$ cat config.mk
export PLATFORM = sky130hd
export DESIGN_NAME = lutram_dp_selftest
export DESIGN_NICKNAME = d
export VERILOG_FILES = /design/src/rtl/lutram_test_pkg.sv /design/src/rtl/dp_lutram.sv /design/src/rtl/lutram_dp_selftest.sv
export SDC_FILE = /design/constraint.sdc
export NUM_CORES = 1
export LEC_CHECK = 0
export CORE_MARGIN = 5
export CORE_UTILIZATION = 55
export CTS_CLUSTER_DIAMETER = 80
export DETAILED_ROUTE_END_ITERATION = 8
export GPL_TIMING_DRIVEN = 0
export HOLD_SLACK_MARGIN = 0.08
export PLACE_DENSITY = 0.76
export SLEW_MARGIN = 20
export SYNTH_ARGS = -nofsm -noshare
export SYNTH_HDL_FRONTEND = slang
export SYNTH_SLANG_ARGS = --single-unit
$ cat constraint.sdc
create_clock -name clk -period 10.27 [get_ports clk]
set_clock_uncertainty 0.1 [all_clocks]
set_input_delay 2.5675 -clock clk [delete_from_list [all_inputs] [get_ports clk]]
set_output_delay 2.5675 -clock clk [all_outputs]
set_load 0.005 [all_outputs]
$ cat src/rtl/lutram_test_pkg.sv
`default_nettype none
// +--------------------------------------------------------------------+
// | lutram_test_pkg: states, pattern modes and pattern generator for   |
// | the dual-port LUTRAM self-test.              Revision: 1.0         |
// +--------------------------------------------------------------------+
package lutram_test_pkg;

  typedef enum logic [2:0] {
    IDLE  = 3'd0,
    CLEAR = 3'd1,
    WRITE = 3'd2,
    READ  = 3'd3,
    DONE  = 3'd4
  } state_t;

  localparam logic [1:0] MODE_CHECKER = 2'd0;
  localparam logic [1:0] MODE_ADDR    = 2'd1;
  localparam logic [1:0] MODE_NADDR   = 2'd2;
  localparam logic [1:0] MODE_WALK    = 2'd3;

  localparam int PAT_MAX_W = 16;

  // Full 16-bit pattern; callers truncate to their data width.
  function automatic logic [PAT_MAX_W-1:0] pat(input logic [1:0]  mode,
                                               input logic [31:0] x,
                                               input logic [31:0] dw);
    logic [PAT_MAX_W-1:0] r;
    logic [31:0]          idx;
    r   = '0;
    idx = x % dw;
    case (mode)
      MODE_CHECKER: for (int i = 0; i < PAT_MAX_W; i++) r[i] = x[0] ^ i[0];
      MODE_ADDR:    r = x[PAT_MAX_W-1:0];
      MODE_NADDR:   r = ~x[PAT_MAX_W-1:0];
      default:      r[idx[3:0]] = 1'b1;
    endcase
    return r;
  endfunction

endpackage
`default_nettype wire

$ cat src/rtl/dp_lutram.sv
`default_nettype none
// +--------------------------------------------------------------------+
// | dp_lutram: DEPTH x D_WIDTH distributed RAM, one synchronous write  |
// | port and two asynchronous reads (SPO/DPO).   Revision: 1.0         |
// +--------------------------------------------------------------------+
module dp_lutram #(
  parameter int A_WIDTH = 6,
  parameter int D_WIDTH = 1
) (
  input  logic               clk,
  input  logic               we_i,
  input  logic [A_WIDTH-1:0] a_i,
  input  logic [D_WIDTH-1:0] d_i,
  input  logic [A_WIDTH-1:0] dpra_i,
  output logic [D_WIDTH-1:0] spo_o,
  output logic [D_WIDTH-1:0] dpo_o
);

  localparam int DEPTH = 2**A_WIDTH;

  // Kept so the RAM under test is never optimised away or moved into block RAM.
  (* ram_style = "distributed", keep = "true" *)
  logic [D_WIDTH-1:0] mem_q [DEPTH];

  always_ff @(posedge clk) begin
    if (we_i) mem_q[a_i] <= d_i;
  end

  assign spo_o = mem_q[a_i];
  assign dpo_o = mem_q[dpra_i];

endmodule
`default_nettype wire

$ cat src/rtl/lutram_dp_selftest.sv
`default_nettype none
// +--------------------------------------------------------------------+
// | lutram_dp_selftest: clear / pattern-write / dual-port readback     |
// | sweep of a distributed RAM with error reporting.  Revision: 1.0    |
// +--------------------------------------------------------------------+
module lutram_dp_selftest #(
  parameter int A_WIDTH   = 6,
  parameter int D_WIDTH   = 4,
  parameter int CNT_WIDTH = 8
) (
  input  logic                 clk,
  input  logic                 rst,
  input  logic                 tick_i,
  input  logic                 start_i,
  input  logic [1:0]           mode_i,
  input  logic                 inject_i,
  input  logic [A_WIDTH-1:0]   inject_addr_i,
  output logic                 busy_o,
  output logic                 done_o,
  output logic                 pass_o,
  output logic [CNT_WIDTH-1:0] err_count_o,
  output logic [A_WIDTH-1:0]   first_err_addr_o,
  output logic [D_WIDTH-1:0]   spo_o,
  output logic [D_WIDTH-1:0]   dpo_o
);

  import lutram_test_pkg::*;

  localparam logic [A_WIDTH-1:0]   A_ONE   = A_WIDTH'(1);
  localparam logic [A_WIDTH-1:0]   A_LAST  = '1;
  localparam logic [CNT_WIDTH+1:0] CNT_MAX = {2'b00, {CNT_WIDTH{1'b1}}};

  state_t                 state_q;
  logic [A_WIDTH-1:0]     a_q;
  logic                   start_pend_q;
  logic [1:0]             mode_q;
  logic                   inject_q;
  logic [CNT_WIDTH-1:0]   err_cnt_q, err_cnt_d;
  logic [A_WIDTH-1:0]     first_err_q, first_err_d;
  logic                   err_seen_q, err_seen_d;
  logic                   busy_q, done_q, pass_q;

  logic [A_WIDTH-1:0]     w_b;
  logic [D_WIDTH-1:0]     w_pat_a, w_pat_b, w_wdata, w_spo, w_dpo;
  logic                   w_we, w_inj_hit, w_mis_s, w_mis_d;
  logic [CNT_WIDTH+1:0]   w_sum;

  assign w_b       = a_q + A_ONE;
  assign w_pat_a   = D_WIDTH'(pat(mode_q, 32'(a_q), 32'(D_WIDTH)));
  assign w_pat_b   = D_WIDTH'(pat(mode_q, 32'(w_b), 32'(D_WIDTH)));
  assign w_inj_hit = inject_q && (a_q == inject_addr_i);
  assign w_wdata   = (state_q == CLEAR) ? '0 : (w_pat_a ^ D_WIDTH'(w_inj_hit));
  assign w_we      = tick_i && ((state_q == CLEAR) || (state_q == WRITE));

  dp_lutram #(
    .A_WIDTH (A_WIDTH),
    .D_WIDTH (D_WIDTH)
  ) u_ram (
    .clk    (clk),
    .we_i   (w_we),
    .a_i    (a_q),
    .d_i    (w_wdata),
    .dpra_i (w_b),
    .spo_o  (w_spo),
    .dpo_o  (w_dpo)
  );

  assign w_mis_s = (w_spo != w_pat_a);
  assign w_mis_d = (w_dpo != w_pat_b);

  // Two-bit sum of the port mismatches is {and, xor}; widen by two so the
  // saturation check sees any overflow past all-ones.
  always_comb begin
    err_cnt_d   = err_cnt_q;
    first_err_d = first_err_q;
    err_seen_d  = err_seen_q;
    w_sum       = {2'b00, err_cnt_q} + (CNT_WIDTH+2)'({w_mis_s & w_mis_d, w_mis_s ^ w_mis_d});
    err_cnt_d   = (w_sum > CNT_MAX) ? '1 : w_sum[CNT_WIDTH-1:0];
    if (!err_seen_q && (w_mis_s || w_mis_d)) begin
      err_seen_d  = 1'b1;
      first_err_d = w_mis_s ? a_q : w_b;
    end
  end

  always_ff @(posedge clk) begin
    if (rst) begin
      state_q      <= IDLE;
      a_q          <= '0;
      start_pend_q <= 1'b0;
      mode_q       <= MODE_CHECKER;
      inject_q     <= 1'b0;
      err_cnt_q    <= '0;
      first_err_q  <= '0;
      err_seen_q   <= 1'b0;
      busy_q       <= 1'b0;
      done_q       <= 1'b0;
      pass_q       <= 1'b0;
    end else begin
      if (((state_q == IDLE) || (state_q == DONE)) && start_i) start_pend_q <= 1'b1;
      if (tick_i) begin
        case (state_q)
          IDLE, DONE: begin
            if (start_pend_q) begin
              state_q      <= CLEAR;
              a_q          <= '0;
              start_pend_q <= 1'b0;
              err_cnt_q    <= '0;
              first_err_q  <= '0;
              err_seen_q   <= 1'b0;
              mode_q       <= mode_i;
              inject_q     <= inject_i;
              busy_q       <= 1'b1;
              done_q       <= 1'b0;
              pass_q       <= 1'b0;
            end
          end
          CLEAR: begin
            a_q <= a_q + A_ONE;
            if (a_q == A_LAST) state_q <= WRITE;
          end
          WRITE: begin
            a_q <= a_q + A_ONE;
            if (a_q == A_LAST) state_q <= READ;
          end
          READ: begin
            err_cnt_q   <= err_cnt_d;
            first_err_q <= first_err_d;
            err_seen_q  <= err_seen_d;
            a_q         <= a_q + A_ONE;
            if (a_q == A_LAST) begin
              state_q <= DONE;
              busy_q  <= 1'b0;
              done_q  <= 1'b1;
              pass_q  <= (err_cnt_d == '0);
            end
          end
          default: begin
            state_q <= IDLE;
            busy_q  <= 1'b0;
            done_q  <= 1'b0;
            pass_q  <= 1'b0;
          end
        endcase
      end
    end
  end

  assign busy_o           = busy_q;
  assign done_o           = done_q;
  assign pass_o           = pass_q;
  assign err_count_o      = err_cnt_q;
  assign first_err_addr_o = first_err_q;
  assign spo_o            = w_spo;
  assign dpo_o            = w_dpo;

endmodule
`default_nettype wire

### Word level (Yosys, flattened, before mapping)

Memory sizes are Yosys's and may differ from the RTL's. A register that Yosys moved wholly into a read port is not among the register bits.
Index checks and enable logic that the tools add are counted.

* multiplexer cells: 38
* $lt $le $gt $ge: 5
* bitwise operators: 8
* $add $sub $neg: 2
* equality and inequality tests: 15
* reduce and logical (&&, ||, !) cells: 24

Operator list (count)
* 2-to-1 mux 6 bit: 5
* one-hot mux 4 bit (3 select lines): 2
* one-hot mux 6 bit (2 select lines): 2
* 2-to-1 mux 8 bit: 2
* one-hot mux 8 bit (2 select lines): 1
* 2-to-1 mux 1 bit: 14
* 2-to-1 mux 3 bit: 4
* one-hot mux 3 bit (4 select lines): 1
* less-than comparator 2 x 5 -> 1 bit (second input constant): 2
* adder 8 x 2 -> 9 bit: 1
* greater-than comparator 9 x 8 -> 1 bit (second input constant): 1
* one-hot mux 1 bit (3 select lines): 3
* AND reduction 3 bit: 3
* zero test 8 bit: 1
* != test 4 bit: 2
* inverter 4 bit: 2
* AND reduction 4 bit: 2
* adder 6 x 1 -> 6 bit (second input constant): 1
* == test 3 x 2 -> 1 bit (second input constant): 2
* == test 6 bit: 1
* == test 6 bit (second input constant): 1
* logical AND 1 bit: 6
* != test 2 bit (second input constant): 3
* AND reduction 5 bit: 1
* 20 further kinds: 29

* memory bits (writable): 256
* input port bits: 13
* register bits: 31
* logic and storage cells: 104
* memories: 1
* output and inout bits: 25

Memories
* u_ram.mem_q: words 64, bits a word 4, rd ports 2, clocked after memory_dff 1, wr ports 1, RTL line dp_lutram.sv:23 `logic [D_WIDTH-1:0] mem_q [DEPTH];`

### Longest topological paths before layout

* depth after elaboration: 14
* depth in mapped cells: 23
* depth with buffers taken out: 20

### Modules after synthesis

A second synthesis with hierarchy kept.

* cell total of the unflattened synthesis: 1095
* area, all modules: 14869.3 sq um

Modules (own cells, without submodules)
* dp_lutram: area an instance 12519.5 sq um, cells each 783, seq. area each 7687.4 sq um, times used 1
* lutram_dp_selftest: area an instance 2349.8 sq um, cells each 312, seq. area each 620.6 sq um, times used 1

### Worst setup path before layout

No wires, ideal clock.

* kind: register to output
* start: register a_q[0]
* end: output port dpo_o[1]
* cell stages (with the launch flop): 11
* arrival: 3.911 ns
* path buffers: 5
* path slack: 3.692 ns
* path through: dfxtp_1 > buf_1 > buf_1 > clkbuf_1 > inv_1 > ha_1 > clkbuf_1 > clkbuf_1 > mux4_2 > mux4_2 > mux4_2

* cells in the longest elaborated chain, start to end: 2

Ends and longest elaborated chain
* start: declaration: RTL line lutram_dp_selftest.sv:34 `logic [A_WIDTH-1:0] a_q;`
* start signal: assignment: RTL line lutram_dp_selftest.sv:118 `a_q <= a_q + A_ONE;`
* start signal: assignment: RTL line lutram_dp_selftest.sv:122 `a_q <= a_q + A_ONE;`
* start signal: assignment: RTL line lutram_dp_selftest.sv:129 `a_q <= a_q + A_ONE;`
* adder 6 x 1 -> 6 bit: RTL line lutram_dp_selftest.sv:48 `assign w_b = a_q + A_ONE;`
* memory read (64 x 4 bit)
* end: declaration: RTL line lutram_dp_selftest.sv:24 `output logic [D_WIDTH-1:0] dpo_o`

Every way passes these cells.

### Worst setup path after layout

* start: register a_q[0]
* end: output port dpo_o[3]

Same word-level chain as after synthesis.

==> flow_summary.json <==
{
  "finalCriticalPeriod_ns": 9.585,
  "port_buffers": 36,
  "setup_tns_ns": 0,
  "drc": 0,
  "cap_violations": 0,
  "clkSlewWorstSetupHoldPaths_ns": 0.06,
  "core.rowCount": 60,
  "synth_nets": 987,
  "insertion_delay_ns": 0.56,
  "crit_path_max_incr_delay_ns": 0.93,
  "syn2layout_area_growth_pct": 13.29,
  "overflow": 0,
  "cp_data_required_time_ns": 7.60,
  "clockRootBuffer": "clkbuf_16",
  "r2r_end": "pass_o$_SDFFE_PP0P_",
  "ir_worst_vdd_mv": 0.1275,
  "dieArea_sq_um": 30400,
  "drt-total-wl_um": 44580,
  "synth_mux_area_share_pct": 24.00,
  "synth-seq-cells": 293,
  "fin_nets": 1062,
  "wire_per_inst_um": 31.75,
  "place_hpwl_um": 30360,
  "fin_hold_ws_ns": 0.3701,
  "cpMostUsedCell": "mux4_2",
  "synth_fa_ha_area_share_pct": 0.9769,
  "yosysSeqAreaShare_pct": 56.73,
  "yosys_warnings": 0,
  "max_freq_ghz": 0.1043,
  "cts_buffers": 31,
  "synth_top_area_share_pct": 51.74,
  "cts.sinks": 293,
  "yosys.area_share.simple_pct": 9.062,
  "yosysTopAreaCell": "edfxtp_1",
  "via_count": 10240,
  "holdPathStages": 2,
  "synth_xor_area_share_pct": 1.171,
  "hp-class": "reg -> reg",
  "yosys-top-cells-count": "edfxtp_1 (256), mux4_2 (132), nor2_1 (116), nand2_1 (47), a21oi_1 (38)",
  "dr.pass1.iters": 5,
  "async_reset_ff_share_pct": 0,
  "setup_viol": 0,
  "maxSlewHeadroom_pct": 19.05,
  "synth-compound-area-share_pct": 5.104,
  "syn_inst": 963,
  "crit_chain": "buf_1 > buf_1 > clkbuf_1 > inv_1 > ha_1 > clkbuf_1 > buf_6 > buf_4 > mux4_2 > mux4_2 > mux4_2 > clkdlybuf4s50_1",
  "leakage_uw": 0.005199,
  "synth_most_common_cell": "edfxtp_1",
  "synth_cell_types": 71,
  "ioPinCount": 38,
  "initial_core_util_pct": 55.43,
  "rr_startpoint": "a_q[0]$_SDFFE_PP0P_",
  "antenna_found_initial": 2,
  "post_cts_buffers": 0,
  "drt_iter0_drc": 1698,
  "critPathSlowestCell": "buf_1",
  "synth-edff-count": 256,
  "crit_fanout": 10,
  "grt_pass1_wl_um": 65470,
  "cp-end-kind": "output pin",
  "hold_end": "inject_q$_SDFFE_PP0P_",
  "worstRegToRegCells": 22,
  "rrSetupSlack_ns": 1.81,
  "outcome": "complete, no violations",
  "rsz0062_at_grt": "no",
  "grt_pass1_vias": 9761,
  "cts_hold_buf": 0,
  "finalHoldViolations": 0,
  "die_h_um": 174.4,
  "h-tree-depth": 1,
  "grt_usage_pct": 29.15,
  "drive_gt1_share_pct": 22.88,
  "tightest_slew_ns": 1.214,
  "cts.path.max_buffers": 3,
  "grt_max_degree": 40,
  "p_total_uw": 3572,
  "gp_congestion": 1.004,
  "hold_start": "inject_q$_SDFFE_PP0P_",
  "worstSetupPathType": "reg -> out",
  "ant_nets": 0,
  "vias_per_cell": 7.294,
  "core-area_sq_um": 26800,
  "synth-main-ff-cell": "edfxtp_1",
  "synth_area_sq_um": 14860,
  "cts_tree": "done",
  "cts_resized": 0,
  "fin_util_pct": 62.80,
  "drv_slew": 0,
  "critPathLaunchType": "flop",
  "finalCritPeriodShare_pct": 93.33,
  "synth_top_family_by_area": "multiplexers",
  "yosys-top-cells-area": "edfxtp_1 (52%), mux4_2 (20%), dfxtp_1 (5.0%)",
  "die-width_um": 174.4,
  "synth_area_per_cell_sq_um": 15.43,
  "p_per_area_nw_per_um2": 212.2,
  "cp.arrival_ns": 6.92
}
## critical path, delay by kind of cell (launching register included)
kind | cells | cell delay, ns
adder cells (fa/ha/maj) | 1 | 0.35
flip-flops | 1 | 0.47
multiplexers | 3 | 1.71
buffers and inverters | 8 | 3.78
## sequential cells by signal, summed over array words and instances, names as in the netlist, named ones only
name,flops
u_ram.mem_q,256
err_count_o,8
a_q,6
first_err_addr_o,6
state_q,3
mode_q,2
busy_o,1
done_o,1
err_seen_q,1
inject_q,1
pass_o,1
start_pend_q,1
## cell usage in the layout, fill, tap and decap left out, types with 9 or more instances in the layout
master           synthesis  routed
clkinv_2                 0       9
clkdlybuf4s50_1          0      36
nand3_1                 23      23
a21oi_1                 38      38
clkbuf_16                0      31
dfxtp_1                 37      37
a22oi_1                 10      10
nand2_1                 47      47
nand2b_1                11      11
mux4_2                 132     132
xor2_1                   9       9
edfxtp_1               256     256
clkbuf_1                32      36
nor2b_1                 15      15
nor2_1                 116     112
ha_1                    10      10
buf_2                   18      18
mux4_1                  14      14
nand3b_1                12      12
nor3_1                  16      16
o21ai_0                 20      20
mux2i_1                 18      18
## power breakdown
part           internal [uW]  switching, uW  leakage (uW)
Clock                    650            464      0.000488
Sequential              1450           9.55       0.00261
Combinational            395            607       0.00210
Total                   2490           1080       0.00520
## metal layers
| layer | share of wire, % | vias up | GRT usage, % |
|---|---|---|---|
| met2 | 44 | 985 | 43.94 |
| met4 | 6.4 | 2 | 13.10 |
| met3 | 14 | 208 | 8.286 |
| met1 | 36 | 5008 | 39.94 |
| met5 | 0.029 | - | 0 |
| li1 | - | 4038 | - |
## worst max-delay path by stage
stage,start,endpoint,cells past startpoint
after floorplan,a_q[0]$_SDFFE_PP0P_,dpo_o[1],10
after global placement,a_q[0]$_SDFFE_PP0P_,dpo_o[1],11
after detailed placement,a_q[0]$_SDFFE_PP0P_,dpo_o[1],11
after CTS,a_q[0]$_SDFFE_PP0P_,dpo_o[1],11
after global routing,a_q[0]$_SDFFE_PP0P_,dpo_o[1],12
final,a_q[0]$_SDFFE_PP0P_,dpo_o[3],12
## area by class of cell
type,count,area (sq um)
Fill cell,1893,9970
Sequential cell,293,8428
Multi-Input combinational cell,590,6032
Clock buffer,36,794.5
Timing Repair Buffer,42,503.0
Tap cell,341,426.7
Buffer,73,414.1
Clock inverter,21,203.9
Inverter,7,26.28
Antenna cell,1,2.502
## kinds of logic (layout without fill, tap and decap cells)
group                    Yosys count  after routing
multiplexers                     168            168
buffers and inverters             80            179
adder cells (fa/ha/maj)           11             11
other                              0              1
AO/OA/AOI/OAI                    112            112
XOR/XNOR                          19             19
flip-flops                       293            293
AND/OR/NAND/NOR                  280            280
## metrics by stage
| stage | cells | worst slack, ns | instance area, sq um |
|---|---|---|---|
| detailed placement | 1346 | 1.128 | 15830 |
| floorplan | 963 | 3.692 | 14860 |
| global route | 1403 | 0.5909 | 16830 |
| global placement | 1340 | 1.172 | 15640 |
| CTS | 1403 | 0.5274 | 16830 |
| finish | 1404 | 0.6853 | 16830 |
Note: power is estimated with default switching activity, not from simulation.
